===== src/rtl/uart_rx.sv =====
// uart_rx -- oversampling UART receiver.
//
// Frame: 1 start bit (0), DATA_WIDTH data bits LSB first, optional parity
// bit, 1 stop bit (1). RX_IN is synchronized through two flops; the
// synchronized line rx_s is the only internal view of the serial input.
//
// Each bit lasts PRESCALE clocks, counted by edge_cnt_r (0..PRESCALE-1).
// The sampled value is resolved at the end of the sample cycle, so its
// effect (shift, error flag, strobe) is visible one cycle later:
//   - default build: single sample at PRESCALE/2, visible at PRESCALE/2+1.
//   - UART_RX_MAJORITY_EN defined: samples at PRESCALE/2-1, PRESCALE/2 and
//     PRESCALE/2+1, 2-of-3 majority, visible at PRESCALE/2+2.
//
// PRESCALE, PAR_EN and PAR_TYP are captured when a start edge is seen and
// held for the whole frame. DATA_WIDTH must be at least 2.
//
// Outputs are registered. DATA_VALID, PAR_ERR and STP_ERR are one-cycle,
// mutually exclusive strobes; STP_ERR wins over PAR_ERR. P_DATA only
// updates together with DATA_VALID.

module uart_rx #(
  parameter int DATA_WIDTH     = 8,
  parameter int PRESCALE_WIDTH = 6
) (
  input  logic                      CLK,
  input  logic                      RST,
  input  logic                      RX_IN,
  input  logic [PRESCALE_WIDTH-1:0] PRESCALE,
  input  logic                      PAR_EN,
  input  logic                      PAR_TYP,
  output logic [DATA_WIDTH-1:0]     P_DATA,
  output logic                      DATA_VALID,
  output logic                      PAR_ERR,
  output logic                      STP_ERR
);

  localparam int BIT_CNT_W = (DATA_WIDTH > 1) ? $clog2(DATA_WIDTH) : 1;

  localparam logic [2:0] IDLE   = 3'd0;
  localparam logic [2:0] START  = 3'd1;
  localparam logic [2:0] DATA   = 3'd2;
  localparam logic [2:0] PARITY = 3'd3;
  localparam logic [2:0] STOP   = 3'd4;

  localparam logic [PRESCALE_WIDTH-1:0] EDGE_ZERO = {PRESCALE_WIDTH{1'b0}};
  localparam logic [PRESCALE_WIDTH-1:0] EDGE_ONE  = PRESCALE_WIDTH'(1);
  localparam logic [BIT_CNT_W-1:0]      BIT_ZERO  = {BIT_CNT_W{1'b0}};
  localparam logic [BIT_CNT_W-1:0]      BIT_ONE   = BIT_CNT_W'(1);
  localparam logic [BIT_CNT_W-1:0]      BIT_LAST  = BIT_CNT_W'(DATA_WIDTH - 1);

  // Expected parity bit: even parity makes the total number of ones even,
  // odd parity flips it.
  function automatic logic parity_bit(input logic [DATA_WIDTH-1:0] data,
                                      input logic                  odd);
    parity_bit = (^data) ^ odd;
  endfunction

  // 2-of-3 majority vote.
  function automatic logic majority3(input logic a, input logic b, input logic c);
    majority3 = (a & b) | (a & c) | (b & c);
  endfunction

  // ---------------------------------------------------------------------
  // Synchronizer
  // ---------------------------------------------------------------------
  logic sync1_r;
  logic sync2_r;
  logic rx_s;

  // Two-flop synchronizer; flops reset to the idle (high) line level.
  always_ff @(posedge CLK) begin
    if (RST) begin
      sync1_r <= 1'b1;
      sync2_r <= 1'b1;
    end else begin
      sync1_r <= RX_IN;
      sync2_r <= sync1_r;
    end
  end

  assign rx_s = sync2_r;

  // ---------------------------------------------------------------------
  // State and frame configuration
  // ---------------------------------------------------------------------
  logic [2:0]                state_r,    state_n;
  logic [PRESCALE_WIDTH-1:0] edge_cnt_r, edge_cnt_n;
  logic [BIT_CNT_W-1:0]      bit_cnt_r,  bit_cnt_n;
  logic [DATA_WIDTH-1:0]     shift_r,    shift_n;
  logic [PRESCALE_WIDTH-1:0] prescale_r, prescale_n;
  logic                      par_en_r,   par_en_n;
  logic                      par_typ_r,  par_typ_n;
  logic                      par_bad_r,  par_bad_n;
  logic [DATA_WIDTH-1:0]     p_data_n;
  logic                      data_valid_n;
  logic                      par_err_n;
  logic                      stp_err_n;

  logic [PRESCALE_WIDTH-1:0] half_s;
  logic                      bit_end_s;
  logic                      decide_s;
  logic                      bit_val_s;

  assign half_s    = {1'b0, prescale_r[PRESCALE_WIDTH-1:1]};
  assign bit_end_s = (edge_cnt_r == (prescale_r - EDGE_ONE));

`ifdef UART_RX_MAJORITY_EN
  logic samp_early_r;
  logic samp_mid_r;

  // Hold the early and middle samples; the late sample is taken live from
  // rx_s in the cycle the vote is resolved.
  always_ff @(posedge CLK) begin
    if (RST) begin
      samp_early_r <= 1'b1;
      samp_mid_r   <= 1'b1;
    end else begin
      if (edge_cnt_r == (half_s - EDGE_ONE)) begin
        samp_early_r <= rx_s;
      end else begin
        samp_early_r <= samp_early_r;
      end
      if (edge_cnt_r == half_s) begin
        samp_mid_r <= rx_s;
      end else begin
        samp_mid_r <= samp_mid_r;
      end
    end
  end

  assign decide_s  = (edge_cnt_r == (half_s + EDGE_ONE));
  assign bit_val_s = majority3(samp_early_r, samp_mid_r, rx_s);
`else
  assign decide_s  = (edge_cnt_r == half_s);
  assign bit_val_s = rx_s;
`endif

  // Next-state, datapath and output-strobe logic for the receive FSM.
  always_comb begin
    state_n      = state_r;
    edge_cnt_n   = edge_cnt_r;
    bit_cnt_n    = bit_cnt_r;
    shift_n      = shift_r;
    prescale_n   = prescale_r;
    par_en_n     = par_en_r;
    par_typ_n    = par_typ_r;
    par_bad_n    = par_bad_r;
    p_data_n     = P_DATA;
    data_valid_n = 1'b0;
    par_err_n    = 1'b0;
    stp_err_n    = 1'b0;

    case (state_r)
      IDLE: begin
        edge_cnt_n = EDGE_ZERO;
        bit_cnt_n  = BIT_ZERO;
        if (!rx_s) begin
          // Start edge: freeze the frame configuration.
          state_n    = START;
          prescale_n = PRESCALE;
          par_en_n   = PAR_EN;
          par_typ_n  = PAR_TYP;
          par_bad_n  = 1'b0;
        end else begin
          state_n = IDLE;
        end
      end

      START: begin
        if (decide_s && bit_val_s) begin
          // Line was high again at the sample point: treat as a glitch.
          state_n    = IDLE;
          edge_cnt_n = EDGE_ZERO;
        end else if (bit_end_s) begin
          state_n    = DATA;
          edge_cnt_n = EDGE_ZERO;
        end else begin
          edge_cnt_n = edge_cnt_r + EDGE_ONE;
        end
      end

      DATA: begin
        if (decide_s) begin
          shift_n = {bit_val_s, shift_r[DATA_WIDTH-1:1]};
        end else begin
          shift_n = shift_r;
        end
        if (bit_end_s) begin
          edge_cnt_n = EDGE_ZERO;
          if (bit_cnt_r == BIT_LAST) begin
            bit_cnt_n = BIT_ZERO;
            state_n   = par_en_r ? PARITY : STOP;
          end else begin
            bit_cnt_n = bit_cnt_r + BIT_ONE;
          end
        end else begin
          edge_cnt_n = edge_cnt_r + EDGE_ONE;
        end
      end

      PARITY: begin
        if (decide_s) begin
          par_bad_n = (bit_val_s != parity_bit(shift_r, par_typ_r));
        end else begin
          par_bad_n = par_bad_r;
        end
        if (bit_end_s) begin
          state_n    = STOP;
          edge_cnt_n = EDGE_ZERO;
        end else begin
          edge_cnt_n = edge_cnt_r + EDGE_ONE;
        end
      end

      STOP: begin
        if (decide_s) begin
          // Leave without waiting out the stop bit so a back-to-back start
          // edge is not missed.
          state_n    = IDLE;
          edge_cnt_n = EDGE_ZERO;
          if (!bit_val_s) begin
            stp_err_n = 1'b1;
          end else if (par_bad_r) begin
            par_err_n = 1'b1;
          end else begin
            data_valid_n = 1'b1;
            p_data_n     = shift_r;
          end
        end else begin
          edge_cnt_n = edge_cnt_r + EDGE_ONE;
        end
      end

      default: begin
        state_n    = IDLE;
        edge_cnt_n = EDGE_ZERO;
        bit_cnt_n  = BIT_ZERO;
      end
    endcase
  end

  // State, configuration and registered outputs.
  always_ff @(posedge CLK) begin
    if (RST) begin
      state_r    <= IDLE;
      edge_cnt_r <= EDGE_ZERO;
      bit_cnt_r  <= BIT_ZERO;
      shift_r    <= {DATA_WIDTH{1'b0}};
      prescale_r <= PRESCALE_WIDTH'(8);
      par_en_r   <= 1'b0;
      par_typ_r  <= 1'b0;
      par_bad_r  <= 1'b0;
      P_DATA     <= {DATA_WIDTH{1'b0}};
      DATA_VALID <= 1'b0;
      PAR_ERR    <= 1'b0;
      STP_ERR    <= 1'b0;
    end else begin
      state_r    <= state_n;
      edge_cnt_r <= edge_cnt_n;
      bit_cnt_r  <= bit_cnt_n;
      shift_r    <= shift_n;
      prescale_r <= prescale_n;
      par_en_r   <= par_en_n;
      par_typ_r  <= par_typ_n;
      par_bad_r  <= par_bad_n;
      P_DATA     <= p_data_n;
      DATA_VALID <= data_valid_n;
      PAR_ERR    <= par_err_n;
      STP_ERR    <= stp_err_n;
    end
  end

endmodule


===== config.mk =====
export PLATFORM = sky130hd
export DESIGN_NAME = uart_rx
export DESIGN_NICKNAME = d
export VERILOG_FILES = /design/src/rtl/uart_rx.sv
export SDC_FILE = /design/constraint.sdc
export NUM_CORES = 1
export LEC_CHECK = 0
export BUFFER_PORTS_ARGS = -buffer_cell sky130_fd_sc_hd__buf_2
export CAP_MARGIN = 40
export CORE_ASPECT_RATIO = 0.5
export CORE_MARGIN = 2
export CORE_UTILIZATION = 45
export CTS_CLUSTER_SIZE = 30
export DETAILED_ROUTE_END_ITERATION = 12
export HOLD_SLACK_MARGIN = 0.15
export PLACE_DENSITY = 0.73
export SLEW_MARGIN = 20
export SYNTH_ARGS = -nofsm -noshare
export SYNTH_HDL_FRONTEND = slang
export SYNTH_SLANG_ARGS = --single-unit

===== constraint.sdc =====
create_clock -name CLK -period 5 [get_ports CLK]
set_clock_uncertainty 0.05 [all_clocks]
set_input_delay 0.75 -clock CLK [delete_from_list [all_inputs] [get_ports CLK]]
set_output_delay 0.75 -clock CLK [all_outputs]
set_load 0.05 [all_outputs]

# Word level (Yosys, flattened, before mapping)
# Index checks and enable logic that the tools add are counted.
totals:
  regBits: 42
  in_bits: 11
classes:
  reduce_logical: 14
  add_sub_neg: 3
  n_bitwise: 6
  eq_ne: 15
  muxes: 22
ops:
  columns: ["operator", "n"]
  rows:
  - ["2-to-1 mux 3 bit", 9]
  - ["2-to-1 mux 6 bit", 3]
  - ["case mux 6 bit (3 select lines)", 1]
  - ["case mux 3 bit (5 select lines)", 1]
  - ["inequality test 2 bit (second input constant)", 6]
  - ["XOR reduction 8 bit", 1]
  - ["adder 6 x 1 -> 6 bit (second input constant)", 1]
  - ["== test 3 x 2 -> 1 bit (second input constant)", 2]
  - ["== test 3 bit (second input constant)", 2]
  - ["== test 6 x 5 -> 1 bit", 1]
  - ["== test 6 bit", 1]
  - ["2-to-1 mux 1 bit", 6]
  - ["case mux 3 bit (2 select lines)", 1]
  - ["AND reduction 2 bit", 3]
  - ["OR reduction 3 bit", 2]
  - ["subtractor 6 x 1 -> 6 bit (second input constant)", 1]
  - ["NOT 1 bit", 5]
  - ["AND reduction 5 bit", 1]
  - ["AND reduction 4 bit", 1]
  - ["OR reduction 4 bit", 1]
  - ["adder 3 x 1 -> 3 bit (second input constant)", 1]
  - ["== test 3 x 1 -> 1 bit (second input constant)", 1]
  - ["logical NOT 3 bit", 1]
  - ["inequality test 3 bit (second input constant)", 1]
  - ["other kinds (7)", 7]

# Depth between registers and ports, before layout
logic_depth:
  ltp_word: 5
  ltp_mapped: 8
  ltp_nobuf: 8

# Worst setup path after synthesis
# OpenSTA, ideal clock, no wires.
synth_timing:
  path_type: "flip-flop to flip-flop"
  startpoint: "register prescale_r[0]"
  endpoint: "register edge_cnt_r[1]"
  path_slack_ns: 3.093
  synth_period_minus_slack_ns: 1.907
  arrival_ns: 1.785
  stages_incl_launch_ff: 9
  setup_ns: 0.073
  cell_sequence: "dfxtp_1 -> inv_1 -> ha_1 -> xnor2_1 -> a21o_1 -> o21ai_1 -> a311o_1 -> o22a_4 -> nor3b_2"
synth_between:
  elab_chain_len: 5
synth_rtl:
  columns: ["item", "line_no", "rtl"]
  rows:
  - ["from (decl)", "90", "logic [PRESCALE_WIDTH-1:0] prescale_r, prescale_n;"]
  - ["from (signal assigned)", "262", "prescale_r <= prescale_n;"]
  - ["subtractor 6 x 1 -> 6 bit (*)", "105", "assign bit_end_s = (edge_cnt_r == (prescale_r - EDGE_ONE));"]
  - ["== test 6 bit (*)", "105", null]
  - ["2-to-1 mux 6 bit (*)", "174, 188, 207", null]
  - ["2-to-1 mux 6 bit", "170", "if (decide_s && bit_val_s) begin"]
  - ["case mux 6 bit (3 select lines) (*)", "153", "case (state_r)"]
  - ["to (signal assigned)", "259", "edge_cnt_r <= edge_cnt_n;"]
  - ["to (decl)", "87", "logic [PRESCALE_WIDTH-1:0] edge_cnt_r, edge_cnt_n;"]
# Mark *: on every way between the ends. The rest lies on a longest branch, timed or not.
# A chain may end at the register's enable or synchronous reset.

# Worst setup path after layout
layout_timing:
  startpoint: "register edge_cnt_r[2]"
  endpoint: "register P_DATA[1]"
layout_between:
  elab_chain_len: 2
layout_rtl:
  columns: ["item", "line_no", "rtl"]
  rows:
  - ["== test 6 x 5 -> 1 bit", "134", "assign decide_s = (edge_cnt_r == half_s);"]
  - ["AND reduction 4 bit (no line)", null, null]
  - ["to (signal assigned)", "253", "P_DATA <= {DATA_WIDTH{1'b0}};"]
  - ["to (signal assigned)", "266", "P_DATA <= p_data_n;"]
  - ["to (decl)", "31", "output logic [DATA_WIDTH-1:0] P_DATA,"]
# Every way passes these cells.

==> metrics <==
outcome=finished clean; residual overflow from global routing=0; number of sinks on the clock net=42; number of synthesized flops with an enable pin=0; type of the setup path with the least slack=reg2reg; drt first-iter violations=73; synthesized area divided by synthesized cell count=approximately 9.8 µm²; count of maximum capacitance violations=0; area of the mapped netlist=between 1500 and 2000 µm²; CP endpoint=P_DATA[1]$_SDFFE_PP0P_; Total GRT Usage=approximately 16%; final number of hold-violating endpoints=0; dpl ws=~2.7 ns; top flip-flop cell by instance count after synthesis=sky130_fd_sc_hd__dfxtp_1; launching point of the worst reg2reg path=edge_cnt_r[2]$_SDFF_PP0_; unique cell type count in the Yosys netlist=39; routed length on met3=138 µm; relative max-transition margin=48.8%; die height=50.9 µm; number of buffers on the longest clock path=2; hold_buf cts=0; Ys Warns=0; instance count of the mapped netlist=203; proportion of register bits with asynchronous set or reset after synthesis=0%; pin count of the biggest net entering global routing=43; Total Negative Setup Slacks=0 ns; Worst Path Buf+Inv=0; Tmin final=~2.3 ns; final-report setup violation count=0; antenna-violating nets left=0; routed wl met2=1640 µm; Top Ports=22; startpoint type of the worst setup path=register; initial cell density of the core=around 50%; vias in the first global route=1324; worst reg-to-reg path cell count=6; data arrival at the endpoint of the critical path=2.42 ns; Hold/Removal Path Class=reg2reg; Setup Buffers After CTS=0; reg-to-reg critical path endpoint=P_DATA[1]$_SDFFE_PP0P_; setup repair after global routing missed its margin=no; count of pins over their slew limit=0; wire length of the first global-routing pass=6140 µm; delay of the slowest cell on the worst path=0.51 ns; Clock Latency Late Sink=0.30 ns; Std-Cell Rows=16; clk slew on worst S/H paths=~0.080 ns; setup slack of the critical path after layout=2.68 ns; share of layout cells above drive strength 1=19.3%; post-detailed-routing wire length=3550 µm; area of combinational cells with multiple inputs=1080 µm²; kind of end point of the critical path=register; peak supply drop=0.000168 V; number of diodes added for antenna fixing=0; FF/Latch Area=841 µm²; iteration count of the initial detailed-routing pass=4; Port Buf Inserts=21; initial antenna violation count=0; worst-case register-to-register setup slack=2.68 ns; critical path depth=6; residual DRC count=0; Core Region=4060 µm²; synthesized net count=roughly 220; detailed-routing wirelength on met1=1720 µm; worst slew pin tran=0.768 ns; number of buffers added by the clock tree synthesis step=5; overall via count from detail_route=between 1000 and 1500; TritonCTS clock tree=built; sequential element share of the synthesized area=between 40% and 50%; ratio of routed vias to standard cells=5.32; Yosys reg bits=42; H-tree Lvls=2; slowest cell on the critical path=sky130_fd_sc_hd__dfxtp_1; Data required, critical path=5.11 ns; final clock period utilization by the worst path=a little under half; start point of the critical path=edge_cnt_r[2]$_SDFF_PP0_; highest signal layer in the routed design=met4; die span in x=just under 100 µm; number of gates resized after cts=0; clock tree root buffer cell=sky130_fd_sc_hd__clkbuf_8; placed wire-length estimate=between 2000 and 2500 µm; net count of the finished layout=between 200 and 250; overall die area=4980 µm²; cell breakdown of the critical path=xnor2_1, nand4_1, nor3_4, nand3_1, mux2i_1, nor2_1; leakage component of the power=0.935 nW; final weighted congestion in routability-driven placement=0.862; number of filler instances in the final layout=362; achievable frequency=432 MHz; category of cells accounting for the largest share of critical-path delay=simple AND/OR/NAND/NOR gates; final routed wire length divided by cell count=12.8 µm; total power per unit cell area=357 nW/µm²; Area growth syn-to-layout=12.8%; crit path max fanout=9
## placed cells by master (no fill, tap or decap), types with 4 or more instances in the layout
cell                       instances
sky130_fd_sc_hd__buf_2            21
sky130_fd_sc_hd__clkbuf_8          5
sky130_fd_sc_hd__dfxtp_1          42
sky130_fd_sc_hd__ha_1              4
sky130_fd_sc_hd__inv_1             5
sky130_fd_sc_hd__mux2i_1          24
sky130_fd_sc_hd__nand2_1           8
sky130_fd_sc_hd__nand3_1           6
sky130_fd_sc_hd__nor2_1           32
sky130_fd_sc_hd__nor3_2            5
sky130_fd_sc_hd__xnor2_1          20
sky130_fd_sc_hd__xor2_1            6
## state kept, by name, indices dropped and copies added, names as in the netlist
register / cells
bit_val_s: 1
prescale_r: 6
par_bad_r: 1
DATA_VALID: 1
sync1_r: 1
par_en_r: 1
PAR_ERR: 1
STP_ERR: 1
state_r: 3
P_DATA: 8
shift_r: 8
par_typ_r: 1
edge_cnt_r: 6
bit_cnt_r: 3
## per-stage QoR
step / hold slack (ns) / area [µm²] / total power, mW / std cells / utilization, %
after floorplan: 0.339 / 1980 / 0.502 / 203 / -
after global placement: 0.348 / 2120 / 0.529 / 269 / 52.2
after detailed placement: 0.344 / 2120 / 0.534 / 269 / 52.2
after CTS: 0.377 / 2230 / 0.801 / 277 / 55.0
after global routing: 0.407 / 2230 / 0.839 / 277 / 55.0
final: 0.377 / 2230 / 0.797 / 277 / 55.0
## logic make-up (layout without fill, tap and decap cells)
group | after synthesis | in the layout | synth area share (%)
adder cells (fa/ha/maj) | 4 | 4 | 2.53
XOR/XNOR | 26 | 26 | 11.5
flip-flops | 42 | 42 | 42.5
AO/OA/AOI/OAI | 21 | 21 | 8.66
buffers and inverters | 15 | 35 | 3.10
multiplexers | 24 | 24 | 12.1
AND/OR/NAND/NOR | 71 | 71 | 19.6
## worst min-delay path by stage
stage                       startpoint              endpoint  slack (ns)  cells after the start
floorplan           sync1_r$_SDFF_PP1_  bit_val_s$_SDFF_PP1_        0.34                      1
global route        sync1_r$_SDFF_PP1_  bit_val_s$_SDFF_PP1_        0.41                      1
CTS                 sync1_r$_SDFF_PP1_  bit_val_s$_SDFF_PP1_        0.38                      1
detailed placement  sync1_r$_SDFF_PP1_  bit_val_s$_SDFF_PP1_        0.34                      1
finish              sync1_r$_SDFF_PP1_  bit_val_s$_SDFF_PP1_        0.38                      1
global placement    sync1_r$_SDFF_PP1_  bit_val_s$_SDFF_PP1_        0.35                      1
## cell type report
class / instances / area share (%)
inverters: 5 / 0.840
clock buffers: 6 / 3.25
well taps: 54 / 3.03
clock inverters: 2 / 1.68
repair buffers: 22 / 5.04
multi-input cells: 146 / 48.5
flip-flops and latches: 42 / 37.6
## synth_stat cells (2+ instances only)
| cell | number | share of area [%] |
|---|---|---|
| sky130_fd_sc_hd__nand2_1 | 8 | 1.5 |
| sky130_fd_sc_hd__dfxtp_1 | 42 | 42 |
| sky130_fd_sc_hd__nor3_2 | 5 | 2.5 |
| sky130_fd_sc_hd__nor3_1 | 3 | 0.76 |
| sky130_fd_sc_hd__nand3_1 | 6 | 1.5 |
| sky130_fd_sc_hd__ha_1 | 4 | 2.5 |
| sky130_fd_sc_hd__a211o_1 | 3 | 1.3 |
| sky130_fd_sc_hd__buf_2 | 4 | 1.0 |
| sky130_fd_sc_hd__nand4_1 | 2 | 0.63 |
| sky130_fd_sc_hd__nor4b_1 | 2 | 0.89 |
| sky130_fd_sc_hd__a21oi_1 | 2 | 0.51 |
| sky130_fd_sc_hd__nor2_1 | 32 | 6.1 |
| sky130_fd_sc_hd__o2bb2ai_1 | 3 | 1.3 |
| sky130_fd_sc_hd__or2_2 | 2 | 0.63 |
| sky130_fd_sc_hd__inv_1 | 5 | 0.95 |
| sky130_fd_sc_hd__nor2b_1 | 3 | 0.95 |
| sky130_fd_sc_hd__mux2i_1 | 24 | 12 |
| sky130_fd_sc_hd__o32ai_1 | 2 | 0.89 |
| sky130_fd_sc_hd__xnor2_1 | 20 | 8.8 |
| sky130_fd_sc_hd__xor2_1 | 6 | 2.7 |
| sky130_fd_sc_hd__nand2b_1 | 2 | 0.63 |
| sky130_fd_sc_hd__clkbuf_1 | 6 | 1.1 |
## power breakdown
group	internal (mW)	switching [mW]
Combinational	0.0679	0.0854
Sequential	0.349	0.0258
Clock	0.149	0.120
## per-layer routing
layer	GRT usage, %	up-vias
met1	19.8	706
li1	-	738
met4	8.33	0
met3	3.69	5
met5	0	-
met2	25.7	26
Power figures use the tool's default switching activity.
